File: src/rtl/bus_arbiter_if.sv
// ============================================================================
// Module : bus_arbiter_if
// Brief  : Host-side and device-side bus bundle for the multi-host arbiter.
// Rev    : 1.0 - initial release
// ============================================================================
`default_nettype none

interface bus_arbiter_if #(
   parameter int NR_HOSTS   = 2,
   parameter int NR_DEVICES = 3,
   parameter int DATA_WIDTH = 32,
   parameter int ADDR_WIDTH = 32
);
   // Suffixes are from the arbiter's point of view.
   logic [NR_HOSTS-1:0]              host_req_i;
   logic [NR_HOSTS-1:0]              host_we_i;
   logic [NR_HOSTS*ADDR_WIDTH-1:0]   host_addr_i;
   logic [NR_HOSTS*DATA_WIDTH-1:0]   host_wdata_i;
   logic [NR_HOSTS-1:0]              host_gnt_o;
   logic [NR_HOSTS-1:0]              host_rvalid_o;
   logic [NR_HOSTS-1:0]              host_err_o;
   logic [NR_HOSTS*DATA_WIDTH-1:0]   host_rdata_o;
   logic [NR_DEVICES-1:0]            device_req_o;
   logic                             device_we_o;
   logic [ADDR_WIDTH-1:0]            device_addr_o;
   logic [DATA_WIDTH-1:0]            device_wdata_o;
   logic [NR_DEVICES*DATA_WIDTH-1:0] device_rdata_i;
   logic [NR_DEVICES*ADDR_WIDTH-1:0] cfg_device_addr_base_i;
   logic [NR_DEVICES*ADDR_WIDTH-1:0] cfg_device_addr_mask_i;

   modport slave (
      input  host_req_i, host_we_i, host_addr_i, host_wdata_i,
      input  device_rdata_i, cfg_device_addr_base_i, cfg_device_addr_mask_i,
      output host_gnt_o, host_rvalid_o, host_err_o, host_rdata_o,
      output device_req_o, device_we_o, device_addr_o, device_wdata_o
   );

   modport master (
      output host_req_i, host_we_i, host_addr_i, host_wdata_i,
      output device_rdata_i, cfg_device_addr_base_i, cfg_device_addr_mask_i,
      input  host_gnt_o, host_rvalid_o, host_err_o, host_rdata_o,
      input  device_req_o, device_we_o, device_addr_o, device_wdata_o
   );
endinterface

`default_nettype wire

File: src/rtl/bus_arbiter.sv
// ============================================================================
// Module : bus_arbiter
// Brief  : Round-robin multi-host memory bus arbiter with base/mask decode and
//          a one-cycle registered response stage.
// Rev    : 1.0 - initial release
// ============================================================================
`default_nettype none

module bus_arbiter #(
   parameter int NR_HOSTS   = 2,
   parameter int NR_DEVICES = 3,
   parameter int DATA_WIDTH = 32,
   parameter int ADDR_WIDTH = 32
) (
   input  wire logic    clk_i,
   input  wire logic    rst_i,
   bus_arbiter_if.slave bus
);

   localparam int c_HOST_W = (NR_HOSTS > 1) ? $clog2(NR_HOSTS) : 1;
   localparam int c_DEV_W  = (NR_DEVICES > 1) ? $clog2(NR_DEVICES) : 1;
   localparam logic [c_HOST_W-1:0] c_LAST_HOST = c_HOST_W'(NR_HOSTS - 1);

   logic [c_HOST_W-1:0]   r_rr_ptr;
   logic                  r_rsp_valid;
   logic [c_HOST_W-1:0]   r_rsp_host;
   logic [c_DEV_W-1:0]    r_rsp_dev;
   logic                  r_rsp_err;
   logic                  r_rsp_we;

   logic                  w_found;
   logic                  w_grant;
   logic [c_HOST_W-1:0]   w_winner;
   logic [c_HOST_W-1:0]   w_ptr_next;
   int                    w_idx;
   logic [ADDR_WIDTH-1:0] w_addr;
   logic [ADDR_WIDTH-1:0] w_mask;
   logic                  w_we;
   logic                  w_hit;
   logic [c_DEV_W-1:0]    w_dev;

   // Rotating priority search starting at r_rr_ptr.
   always_comb begin
      w_found  = 1'b0;
      w_winner = '0;
      w_idx    = 0;
      for (int i = 0; i < NR_HOSTS; i++) begin
         w_idx = int'(r_rr_ptr) + i;
         if (w_idx >= NR_HOSTS) w_idx = w_idx - NR_HOSTS;
         if (!w_found && bus.host_req_i[w_idx]) begin
            w_found  = 1'b1;
            w_winner = w_idx[c_HOST_W-1:0];
         end
      end
      w_grant    = w_found & rst_i;
      w_ptr_next = (w_winner == c_LAST_HOST) ? '0 : w_winner + 1'b1;
   end

   always_comb begin
      w_addr = bus.host_addr_i[int'(w_winner)*ADDR_WIDTH +: ADDR_WIDTH];
      w_we   = bus.host_we_i[w_winner];
      w_hit  = 1'b0;
      w_dev  = '0;
      w_mask = '0;
      for (int d = 0; d < NR_DEVICES; d++) begin
         w_mask = bus.cfg_device_addr_mask_i[d*ADDR_WIDTH +: ADDR_WIDTH];
         if (!w_hit && ((w_addr & w_mask) ==
             (bus.cfg_device_addr_base_i[d*ADDR_WIDTH +: ADDR_WIDTH] & w_mask))) begin
            w_hit = 1'b1;
            w_dev = c_DEV_W'(d);
         end
      end
   end

   always_comb begin
      bus.host_gnt_o     = '0;
      bus.device_req_o   = '0;
      bus.device_we_o    = 1'b0;
      bus.device_addr_o  = '0;
      bus.device_wdata_o = '0;
      if (w_grant) begin
         bus.host_gnt_o[w_winner] = 1'b1;
         bus.device_we_o          = w_we;
         bus.device_addr_o        = w_addr;
         bus.device_wdata_o       = bus.host_wdata_i[int'(w_winner)*DATA_WIDTH +: DATA_WIDTH];
         if (w_hit) bus.device_req_o[w_dev] = 1'b1;
      end
   end

   always_ff @(posedge clk_i or negedge rst_i) begin
      if (!rst_i) begin
         r_rr_ptr    <= '0;
         r_rsp_valid <= 1'b0;
         r_rsp_host  <= '0;
         r_rsp_dev   <= '0;
         r_rsp_err   <= 1'b0;
         r_rsp_we    <= 1'b0;
      end else begin
         if (w_grant) r_rr_ptr <= w_ptr_next;
         r_rsp_valid <= w_grant;
         r_rsp_host  <= w_winner;
         r_rsp_dev   <= w_dev;
         r_rsp_err   <= !w_hit;
         r_rsp_we    <= w_we;
      end
   end

   // Non-responding host slices stay at zero; writes and errors return zero data.
   always_comb begin
      bus.host_rvalid_o = '0;
      bus.host_err_o    = '0;
      bus.host_rdata_o  = '0;
      if (r_rsp_valid) begin
         bus.host_rvalid_o[r_rsp_host] = 1'b1;
         bus.host_err_o[r_rsp_host]    = r_rsp_err;
         if (!r_rsp_err && !r_rsp_we) begin
            bus.host_rdata_o[int'(r_rsp_host)*DATA_WIDTH +: DATA_WIDTH] =
               bus.device_rdata_i[int'(r_rsp_dev)*DATA_WIDTH +: DATA_WIDTH];
         end
      end
   end

endmodule

`default_nettype wire

File: src/flat_wrapper.sv
// flat-port wrapper written by rule: the top's interface ports become plain ports
module bus_arbiter_flat 
#(
   parameter int NR_HOSTS   = 2,
   parameter int NR_DEVICES = 3,
   parameter int DATA_WIDTH = 32,
   parameter int ADDR_WIDTH = 32
)
  (clk_i, rst_i, bus_host_req_i, bus_host_we_i, bus_host_addr_i, bus_host_wdata_i, bus_device_rdata_i, bus_cfg_device_addr_base_i, bus_cfg_device_addr_mask_i, bus_host_gnt_o, bus_host_rvalid_o, bus_host_err_o, bus_host_rdata_o, bus_device_req_o, bus_device_we_o, bus_device_addr_o, bus_device_wdata_o);
  bus_arbiter_if #(.NR_HOSTS(NR_HOSTS), .NR_DEVICES(NR_DEVICES), .DATA_WIDTH(DATA_WIDTH), .ADDR_WIDTH(ADDR_WIDTH)) bus_i ();
  input  wire logic clk_i;
  input  wire logic rst_i;
  input wire logic [$bits(bus_i.host_req_i)-1:0] bus_host_req_i;
  input wire logic [$bits(bus_i.host_we_i)-1:0] bus_host_we_i;
  input wire logic [$bits(bus_i.host_addr_i)-1:0] bus_host_addr_i;
  input wire logic [$bits(bus_i.host_wdata_i)-1:0] bus_host_wdata_i;
  input wire logic [$bits(bus_i.device_rdata_i)-1:0] bus_device_rdata_i;
  input wire logic [$bits(bus_i.cfg_device_addr_base_i)-1:0] bus_cfg_device_addr_base_i;
  input wire logic [$bits(bus_i.cfg_device_addr_mask_i)-1:0] bus_cfg_device_addr_mask_i;
  output wire logic [$bits(bus_i.host_gnt_o)-1:0] bus_host_gnt_o;
  output wire logic [$bits(bus_i.host_rvalid_o)-1:0] bus_host_rvalid_o;
  output wire logic [$bits(bus_i.host_err_o)-1:0] bus_host_err_o;
  output wire logic [$bits(bus_i.host_rdata_o)-1:0] bus_host_rdata_o;
  output wire logic [$bits(bus_i.device_req_o)-1:0] bus_device_req_o;
  output wire logic [$bits(bus_i.device_we_o)-1:0] bus_device_we_o;
  output wire logic [$bits(bus_i.device_addr_o)-1:0] bus_device_addr_o;
  output wire logic [$bits(bus_i.device_wdata_o)-1:0] bus_device_wdata_o;
  assign bus_i.host_req_i = bus_host_req_i;
  assign bus_i.host_we_i = bus_host_we_i;
  assign bus_i.host_addr_i = bus_host_addr_i;
  assign bus_i.host_wdata_i = bus_host_wdata_i;
  assign bus_i.device_rdata_i = bus_device_rdata_i;
  assign bus_i.cfg_device_addr_base_i = bus_cfg_device_addr_base_i;
  assign bus_i.cfg_device_addr_mask_i = bus_cfg_device_addr_mask_i;
  assign bus_host_gnt_o = bus_i.host_gnt_o;
  assign bus_host_rvalid_o = bus_i.host_rvalid_o;
  assign bus_host_err_o = bus_i.host_err_o;
  assign bus_host_rdata_o = bus_i.host_rdata_o;
  assign bus_device_req_o = bus_i.device_req_o;
  assign bus_device_we_o = bus_i.device_we_o;
  assign bus_device_addr_o = bus_i.device_addr_o;
  assign bus_device_wdata_o = bus_i.device_wdata_o;
  bus_arbiter #(.NR_HOSTS(NR_HOSTS), .NR_DEVICES(NR_DEVICES), .DATA_WIDTH(DATA_WIDTH), .ADDR_WIDTH(ADDR_WIDTH)) u_core (.clk_i(clk_i), .rst_i(rst_i), .bus(bus_i));
endmodule
File: config.mk
export PLATFORM = sky130hd
export DESIGN_NAME = bus_arbiter_flat
export DESIGN_NICKNAME = d
export VERILOG_FILES = /design/src/rtl/bus_arbiter_if.sv /design/src/rtl/bus_arbiter.sv /design/src/flat_wrapper.sv
export SDC_FILE = /design/constraint.sdc
export NUM_CORES = 1
export LEC_CHECK = 0
export CAP_MARGIN = 5
export CORE_AREA = 3 3 216 218
export CTS_CLUSTER_SIZE = 10
export DETAILED_ROUTE_END_ITERATION = 7
export DIE_AREA = 0 0 219 221
export PLACE_DENSITY = 0.49
export SLEW_MARGIN = 20
export SYNTH_ARGS = -nofsm -noshare
export SYNTH_HDL_FRONTEND = slang
export SYNTH_SLANG_ARGS = --single-unit
export TNS_END_PERCENT = 5
File: constraint.sdc
create_clock -name clk_i -period 4.05 [get_ports clk_i]
set_clock_uncertainty 0.15 [all_clocks]
set_input_delay 0.81 -clock clk_i [delete_from_list [all_inputs] [get_ports clk_i]]
set_output_delay 0.81 -clock clk_i [all_outputs]
set_load 0.005 [all_outputs]
Yosys cells after proc, flatten, opt, wreduce, memory -nomap -nowiden
Cells that the tools add are included.
- flip-flop bits (word level): 7
- add/subtract/negate cells: 5
- order comparisons: 10
- equality and inequality tests: 3
- shift operators: 5
- muxes and demuxes: 36
- bitwise operators: 9
- reductions and logical operators: 13
- operator list (operator ; number):
    $and 32x32->32 ; 6
    $mux 32 ; 4
    $mux 64 ; 2
    $shiftx 64x7->32 ; 2
    $eq 32x32->1 ; 3
    $shiftx 96x8->32 ; 1
    $and 64x64->64 ; 1
    $lt 32x3->1 const B ; 2
    $shift 32x33->64 const A ; 1
    $shiftx 32x33->64 ; 1
    $neg 6->33 ; 1
    $ge 32x3->1 const B ; 1
    $sub 32x3->32 const B ; 1
    $mux 1 ; 21
    $mux 2 ; 4
    $logic_and 1x1->1 ; 7
    $logic_not 1->1 ; 6
    $mux 3 ; 2
    $lt 1x2->1 const B ; 2
    $lt 2x3->1 const B ; 1
    $sub 1x2->3 const B ; 1
    $add 1x1->2 const B ; 1
    $and 2x2->2 ; 1
    $demux 1 s1 ; 2
    6 further kinds ; 7

Longest topological paths before layout
Gate-level depths: netlist of run 1.
- depth after elaboration: 25
- gate-level depth with buffers: 10
- mapped depth without buffers: 8

Least setup slack after synthesis of run 1
OpenSTA, ideal clock, no wires.
- path type: input to output
- start: input port bus_host_req_i[1]
- end: output port bus_device_req_o[2]
- arrival: 2600 ps
- path slack: 490 ps
- stages on the path: 9
- path buffers: 3
- path through: buf_2 -> buf_2 -> clkbuf_1 -> nand4b_1 -> a21boi_0 -> a2111o_1 -> nor4_1 -> nand4_1 -> nor4_1
- cells in the longest elaborated chain, start to end: 23
- elaborated cells on any way between the ends: 36
- ends and longest elaborated chain (element ; line ; text):
    start, declared ; flat_wrapper.sv:13 ; input wire logic [$bits(bus_i.host_req_i)-1:0] bus_host_req_i;
    $mux 1 (not written as such) (3 in a row) ; bus_arbiter.sv:50 ; if (!w_found && bus.host_req_i[w_idx]) begin
    $mux 1 ; bus_arbiter.sv:50 ;
    $logic_not 1->1 ; bus_arbiter.sv:50 ;
    $logic_and 1x1->1 ; bus_arbiter.sv:50 ;
    $mux 1 ; bus_arbiter.sv:50 ;
    $shiftx 64x7->32 ; bus_arbiter.sv:60 ; w_addr = bus.host_addr_i[int'(w_winner)*ADDR_WIDTH +: ADDR_WIDTH];
    $and 32x32->32 ; bus_arbiter.sv:67 ; if (!w_hit && ((w_addr & w_mask) ==
    $eq 32x32->1 ; bus_arbiter.sv:67 ;
    [5 not listed] ; n/a ;
    $logic_and 1x1->1 ; bus_arbiter.sv:67 ;
    $mux 2 ; bus_arbiter.sv:67 ;
    $lt 2x3->1 (not written as such) or $ge 2x1->1 (tied branches) ; bus_arbiter.sv:86 ; if (w_hit) bus.device_req_o[w_dev] = 1'b1;
    $logic_and 1x1->1 (not written as such) ; bus_arbiter.sv:86 ;
    $mux 1 (not written as such) ; bus_arbiter.sv:86 ;
    $demux 1 s2 ; n/a ;
    $mux 3 ; bus_arbiter.sv:86 ;
    $mux 3 (*) ; bus_arbiter.sv:81 ; if (w_grant) begin
    end, declared ; flat_wrapper.sv:24 ; output wire logic [$bits(bus_i.device_req_o)-1:0] bus_device_req_o;
Every way passes the cells marked *; elsewhere a longest branch is shown, timed or not. The select of a mux whose other input is x is not followed.

Final worst setup path of run 1
- start: input port bus_cfg_device_addr_base_i[6]
- end: output port bus_device_req_o[1]
- cells in the longest elaborated chain, start to end: 15
- elaborated cells on any way between the ends: 18
- ends and longest elaborated chain (element ; line ; text):
    start, declared ; flat_wrapper.sv:18 ; input wire logic [$bits(bus_i.cfg_device_addr_base_i)-1:0] bus_cfg_device_addr_base_i;
    $and 32x32->32 (*) ; bus_arbiter.sv:68 ; (bus.cfg_device_addr_base_i[d*ADDR_WIDTH +: ADDR_WIDTH] & w_mask))) begin
    $eq 32x32->1 (*) ; bus_arbiter.sv:67 ;
    $mux 1 (*) ; bus_arbiter.sv:67 ;
    $logic_not 1->1 ; bus_arbiter.sv:67 ;
    $logic_and 1x1->1 ; bus_arbiter.sv:67 ;
    $mux 1 ; bus_arbiter.sv:67 ;
    $logic_not 1->1 ; bus_arbiter.sv:67 ;
    $logic_and 1x1->1 ; bus_arbiter.sv:67 ;
    $mux 2 ; bus_arbiter.sv:67 ;
    $lt 2x3->1 (not written as such) or $ge 2x1->1 (tied branches) ; bus_arbiter.sv:86 ;
    $logic_and 1x1->1 (not written as such) ; bus_arbiter.sv:86 ;
    $mux 1 (not written as such) ; bus_arbiter.sv:86 ;
    $demux 1 s2 ; n/a ;
    $mux 3 (*) ; bus_arbiter.sv:86 ;
    $mux 3 (*) ; bus_arbiter.sv:81 ;
Every way passes the cells marked *; elsewhere a longest branch is shown, timed or not.

==> flow_summary.ini, run 1 <==
[place]
place.gp.congestion = 0.957
port_buffers = 559
hpwl_um = 44800
placedCellCount = 2153

[synth]
async_flop_share = 1.00
synth_seq_area_share = 0.0345
netlist_area_sq_um = 5080
yosys_most_used_dff = dfrtp_1
syn_inst = 802
syn-num-nets = 1224
synth_area_leaders = xor2_1, nand2_1, nor2_1
synth-seq-cells = 7
yosysUniqueCellTypes = 61
yosys_warnings = 0
synth-edff-count = 0
syn_area_per_cell_sq_um = 6.34
synth_top_area_cell = xor2_1
synth_top_cell_area_share = 0.153

[route]
wl_met3_um = 4830
drtIter0Drc = 536
routed_wl_um = 50600
via_per_inst = 4.34
drc = 0
antenna_left = 0
detail_route.wl_per_cell_um = 23.2
num_vias = 9453
drt-met1-wl_um = 20200
maxUsedRoutingLayer = met5
dr.pass1.iters = 7
wl_met2_um = 24100

[timing]
fin_crit_sh = 1.01
fmax_mhz = 245
max-slew-margin-rel = 0.424
fin_crit_ps = 4080
fin_setup_tns_ps = -82.0
hold_violations = 0
slew_violations = 0
setup_viol = 3
fin_ws_ps = -32.8
rsz0062_at_grt = true
tightestPinTransition_ps = 862

[worst_setup_path]
cp-start-kind = primary input
path_buf_inv = 4
cp-end-kind = output pin
critical-path-top-delay-family = buffers and inverters
crit_arrival_ps = 3120
crit_path_max_incr_delay_ps = 540
path_class = primary input to output pin
cp_common_cell = buf_4
cp_max_fo = 4
critPathSlowestCell = clkdlybuf4s50_1
cp_cell_sequence = clkdlybuf4s50_1 > o22ai_2 > a211oi_2 > a31oi_4 > a221o_1 > nor4_4 > buf_4 > buf_4 > nor3b_2 > buf_2
cp.required_ps = 3090

[pwr]
internal_power_w = 0.00102
power.share.sequential = 0.046
switching_share = 0.391
pwr_density_cell_nw_per_um2 = 124
combPwrFrac = 0.854
p_leak_nw = 5.57
p_switching_w = 0.000657
vdd.ir_drop.worst_mv = 0.0679
power_w = 0.00168
clkPwrFrac = 0.100

[floorplan]
core-area_sq_um = 45100
die_width_um = 219
row_count = 78
io_pins = 560
start_util = 0.113
die_h_um = 221
die_area_sq_um = 48400

[global_route]
grt_antenna_before_repair = 32
grt_pass1_vias = 9821
grt_pass1_wl_um = 68700
grt_usage = 0.195
overflow = 0
grt_max_degree = 35

[clock_tree]
cts_tree = built
numCtsBuffers = 3
root_buffer = clkbuf_16
clk_latency_ps = 230
htree_levels = 1
cts.sinks = 7
cts.clk_slew.worst_paths_ps = 40
holdBufCountCts = 0
ctsLongestPathBuffers = 2

[final_layout]
layout_commonest_cell = clkdlybuf4s50_1
final_core_util = 0.300
layout_common_cells = clkdlybuf4s50_1, buf_4, nand2_1
syn_to_final_growth_pct = 166
fin_nets = 1990
drive_gt1_frac = 0.214
final_cells = 2180

[flow_run]
maxCapViolCount = 0

[outcome]
violations = setup timing
outcome = finished, violations left

[min_path]
hp-class = flip-flop to flip-flop
## logic make-up (layout without fill, tap and decap cells)
logic type / Yosys count / in the layout / share of synthesized area
AOI/OAI and AO/OA: 251 / 251 / 0.345
xor gates and xnor gates: 105 / 105 / 0.181
buffers and inverters: 54 / 819 / 0.0438
DFF: 7 / 7 / 0.0345
muxes: 40 / 40 / 0.0790
other: 0 / 13 / 0
and+or+nand+nor: 345 / 345 / 0.316
## repair_timing
| action | 4_1_cts | 5_1_grt |
|---|---|---|
| buffers inserted | 9 | 2 |
| pin swaps | 32 | 16 |
| endpoints found under the setup margin | 8 | 3 |
| resized for setup | 197 | 72 |
## final timing paths
kind                                            end  depth (start not counted)                           from  slack (ps)
worst max register to register  u_core.r_rsp_dev[0]                         11                u_core.r_rr_ptr        1200
min in group asynchronous       u_core.r_rsp_dev[1]                          2                          rst_i         910
worst min register to register      u_core.r_rr_ptr                          2                u_core.r_rr_ptr         430
max in group asynchronous       u_core.r_rsp_dev[1]                          2                          rst_i        2710
worst max-delay path            bus_device_req_o[1]                         10  bus_cfg_device_addr_base_i[6]         -30
worst min-delay path                u_core.r_rr_ptr                          2                u_core.r_rr_ptr         430
## cell usage after synthesis (2+ instances only)
library cell,n
nand2_1,130
nor2_1,119
xor2_1,89
a21oi_1,54
a22o_1,44
o21ai_0,40
mux2i_1,39
clkbuf_1,31
o22ai_1,23
nor2b_1,17
xnor2_1,16
a22oi_1,15
nor3_1,15
nand4b_1,14
a21boi_0,12
a221oi_1,9
a222oi_1,9
and3_1,9
o2111ai_1,9
buf_2,8
nand3b_1,8
dfrtp_1,7
buf_1,6
inv_1,6
o21a_1,6
and2_1,5
nand2b_1,5
nand4_1,5
nand3_1,4
o211ai_1,4
a221o_1,3
a2bb2oi_1,3
a31oi_1,3
nor4_1,3
o221ai_1,3
a2111oi_0,2
o22a_1,2
or3_1,2
## state kept, by name (all words and copies together) (netlist names)
name / cells
u_core.r_rsp_dev: 2
u_core.r_rr_ptr: 1
u_core.r_rsp_err: 1
u_core.r_rsp_host: 1
u_core.r_rsp_valid: 1
u_core.r_rsp_we: 1
## worst min-delay path: stages, from the launching register on
cell and delay (ps):
dfrtp_1 390, nor2_1 70, nor2_1 80
## routing by layer
layer,track usage,vias up
li1,-,4477
met1,0.230,4359
met2,0.338,515
met3,0.0577,82
met4,0.0585,20
met5,0,-
## power groups by stage
stage | combinational, W | clock (W) | sequential, W
floorplan | 0.000390 | 0 | 0.0000766
global placement | 0.00139 | 0 | 0.0000778
finish | 0.00144 | 0.000167 | 0.0000772
CTS | 0.00142 | 0.000171 | 0.0000772
detailed placement | 0.00139 | 0 | 0.0000776
global route | 0.00152 | 0.000177 | 0.0000777
## final cells by class
type	instances	area, sq um
clock buffer	4	78.8
antenna	13	32.5
fill	4976	31600
timing repair buffer	807	7450
tap	600	751
multi-input combinational	741	5000
sequential	7	176
inverter	8	35.0
## per-stage QoR
| step | instance area (sq um) | worst slack (ps) | hold WS (ps) |
|---|---|---|---|
| 2_1_floorplan | 5080 | 490 | 340 |
| 3_3_place_gp | 13100 | -1350 | 388 |
| 3_5_place_dp | 13100 | -1330 | 410 |
| 4_1_cts | 13400 | -19.1 | 448 |
| 5_1_grt | 13500 | -169 | 513 |
| 6_report | 13500 | -32.8 | 427 |
Note: power is estimated with default switching activity, not from simulation.
==> inputs of run 2 (changes only) <==
Settings changed: CORE_AREA 3 3 216 218 to 2 2 215 217, DIE_AREA 0 0 219 221 to 0 0 217 219.
==> run 2 against run 1 <==
Compared with the run above:
- the flow still finishes with violations (setup timing)
- combinational power barely moved
- setup slack better by 22 ps
- first-iteration DRC count grew 11%
- hold slack better by 130 ps
- clock-buffer cell count down 1
- utilization up 0.14 points
- total power rose by 1.4%
- sequential power down 0.6%
- flip-flop and latch count unchanged
- non-clock buffer count down 5
- register-to-register slack lost 50 ps
- critical path type unchanged
- critical endpoint unchanged
==> flow_summary.ini, run 2 (synthesized netlist as in run 1, its figures left out) <==
[pwr]
p_leak_nw = 5.77
internal_power_w = 0.00103
vdd.ir_drop.worst_mv = 0.104
clkPwrFrac = 0.099
power.share.sequential = 0.045
p_switching_w = 0.000675
combPwrFrac = 0.856
switching_share = 0.396
pwr_density_cell_nw_per_um2 = 125

[route]
drc = 0
num_vias = 9463
drt-met1-wl_um = 20800
wl_met3_um = 3860
routed_wl_um = 49800
detail_route.wl_per_cell_um = 22.9
via_per_inst = 4.35
drtIter0Drc = 597
antenna_left = 0
dr.pass1.iters = 5
maxUsedRoutingLayer = met5
wl_met2_um = 23800

[worst_setup_path]
critical-path-top-delay-family = buffers and inverters
reg2reg_from = u_core.r_rr_ptr
cp_max_fo = 2
cp.required_ps = 3090
path_buf_inv = 3
cp-end-kind = output pin
critPathSlowestCell = clkdlybuf4s50_1
cp-start-kind = primary input
crit_path_max_incr_delay_ps = 530
startpoint = bus_host_addr_i[35]
cp_cell_sequence = clkdlybuf4s50_1 > xor2_1 > a222oi_1 > nor4b_2 > a31oi_1 > buf_4 > nor4_4 > nor3b_2 > buf_2
path_class = primary input to output pin
crit_arrival_ps = 3100

[clock_tree]
cts.clk_slew.worst_paths_ps = 40
holdBufCountCts = 0
ctsLongestPathBuffers = 2
numCtsBuffers = 3
htree_levels = 1
cts_tree = built
root_buffer = clkbuf_16
clk_latency_ps = 230
cts.sinks = 7

[final_layout]
layout_common_cells = clkdlybuf4s50_1, buf_4, nand2_1
fin_nets = 1985
layout_commonest_cell = clkdlybuf4s50_1
final_cell_area_sq_um = 13600
drive_gt1_frac = 0.219
nFillCells = 4877
final_core_util = 0.301
regMostFlops = u_core.r_rsp_dev
largest_reg_flops = 2
syn_to_final_growth_pct = 168

[floorplan]
row_count = 78
start_util = 0.113
die_area_sq_um = 47500
die_width_um = 217
io_pins = 560
die_h_um = 219
core-area_sq_um = 45100

[timing]
hold-worst-slack_ps = 553
fmax_mhz = 246
max-slew-margin-rel = 0.464
tightestPinTransition_ps = 804
setup_viol = 1
fin_ws_ps = -10.8
fin_crit_sh = 1.00
hold_violations = 0
slew_violations = 0
rsz0062_at_grt = true
fin_crit_ps = 4060

[global_route]
grt_usage = 0.196
grt_pass1_vias = 9750
grt_pass1_wl_um = 67700
grt_max_degree = 34
grt_antenna_before_repair = 24
overflow = 0

[place]
port_buffers = 559
placed_area_sq_um = 13100
hpwl_um = 44400
place.gp.congestion = 0.961

[flow_run]
maxCapViolCount = 0

[outcome]
outcome = finished, violations left
violations = setup timing

[min_path]
hp-class = flip-flop to flip-flop
hold_start = u_core.r_rr_ptr
## run 2: cell count changes in the layout (fill, tap and decap cells not counted), moves of 4 or more
cell,before,now
dlymetal6s2s_1,11,36
clkdlybuf4s50_1,455,439
buf_4,237,224
dlygate4sd2_1,59,51
clkbuf_2,10,16
o21ai_0,38,33
o21ai_1,2,7
a22oi_1,12,8
a22oi_2,3,7
buf_6,11,15
buf_8,5,1
## run 2: path summary, 6_finish.rpt
| kind | slack (ps) | cells past startpoint | to |
|---|---|---|---|
| worst max-delay path | -10 | 9 | bus_device_req_o[1] |
| worst min-delay path | 550 | 3 | u_core.r_rr_ptr |
| worst max register to register | 1150 | 11 | u_core.r_rsp_dev[0] |
| worst min register to register | 550 | 3 | u_core.r_rr_ptr |
| max in group asynchronous | 2660 | 2 | u_core.r_rsp_dev[1] |
| min in group asynchronous | 960 | 2 | u_core.r_rsp_err |
## run 2: tightest hold or removal path, delay by kind of cell (launching register included)
kind / cells / cell delay [ps]
buffers and inverters: 1 / 150
AND/OR/NAND/NOR: 2 / 120
flip-flops: 1 / 380
## run 2: final cells by class
cell class                      count  area, sq um  share of cell area
Clock buffer                        3         75.1             0.00552
Antenna cell                       12         30.0             0.00221
Tap cell                          600          751              0.0552
Inverter                            8         41.3             0.00304
Sequential cell                     7          176              0.0130
Timing Repair Buffer              802         7460               0.549
Multi-Input combinational cell    741         5050               0.372
Clock inverter                      1         5.00            0.000368
## run 2: layer usage
| layer | global-route usage | vias up |
|---|---|---|
| met5 | 0 | - |
| met4 | 0.0521 | 18 |
| met3 | 0.0410 | 74 |
| met2 | 0.340 | 489 |
| met1 | 0.244 | 4413 |
| li1 | - | 4469 |
## run 2: what timing repair did
action | 4_1_cts | 5_1_grt
gates cloned | 0 | 0
pin swaps | 39 | 44
buffers inserted | 6 | 2
setup endpoints to repair | 4 | 3
gates resized for setup | 177 | 121
## run 2: power groups by stage
stage,Sequential (W),Combinational [W],Clock (W)
finish,0.0000767,0.00146,0.000168
global route,0.0000773,0.00155,0.000175
CTS,0.0000770,0.00144,0.000171
detailed placement,0.0000776,0.00141,0
global placement,0.0000778,0.00141,0
floorplan,0.0000766,0.000390,0
## run 2: stage by stage
| stage | setup WS (ps) | setup TNS (ps) | instances | power (W) |
|---|---|---|---|---|
| 6_report | -10.8 | -10.8 | 2174 | 0.00170 |
| 5_1_grt | -75.2 | -149 | 2173 | 0.00180 |
| 3_3_place_gp | -1170 | -3200 | 2152 | 0.00149 |
| 3_5_place_dp | -1130 | -3230 | 2152 | 0.00149 |
| 4_1_cts | -0.00155 | -0.00155 | 2160 | 0.00169 |
| 2_1_floorplan | 490 | 0 | 802 | 0.000466 |
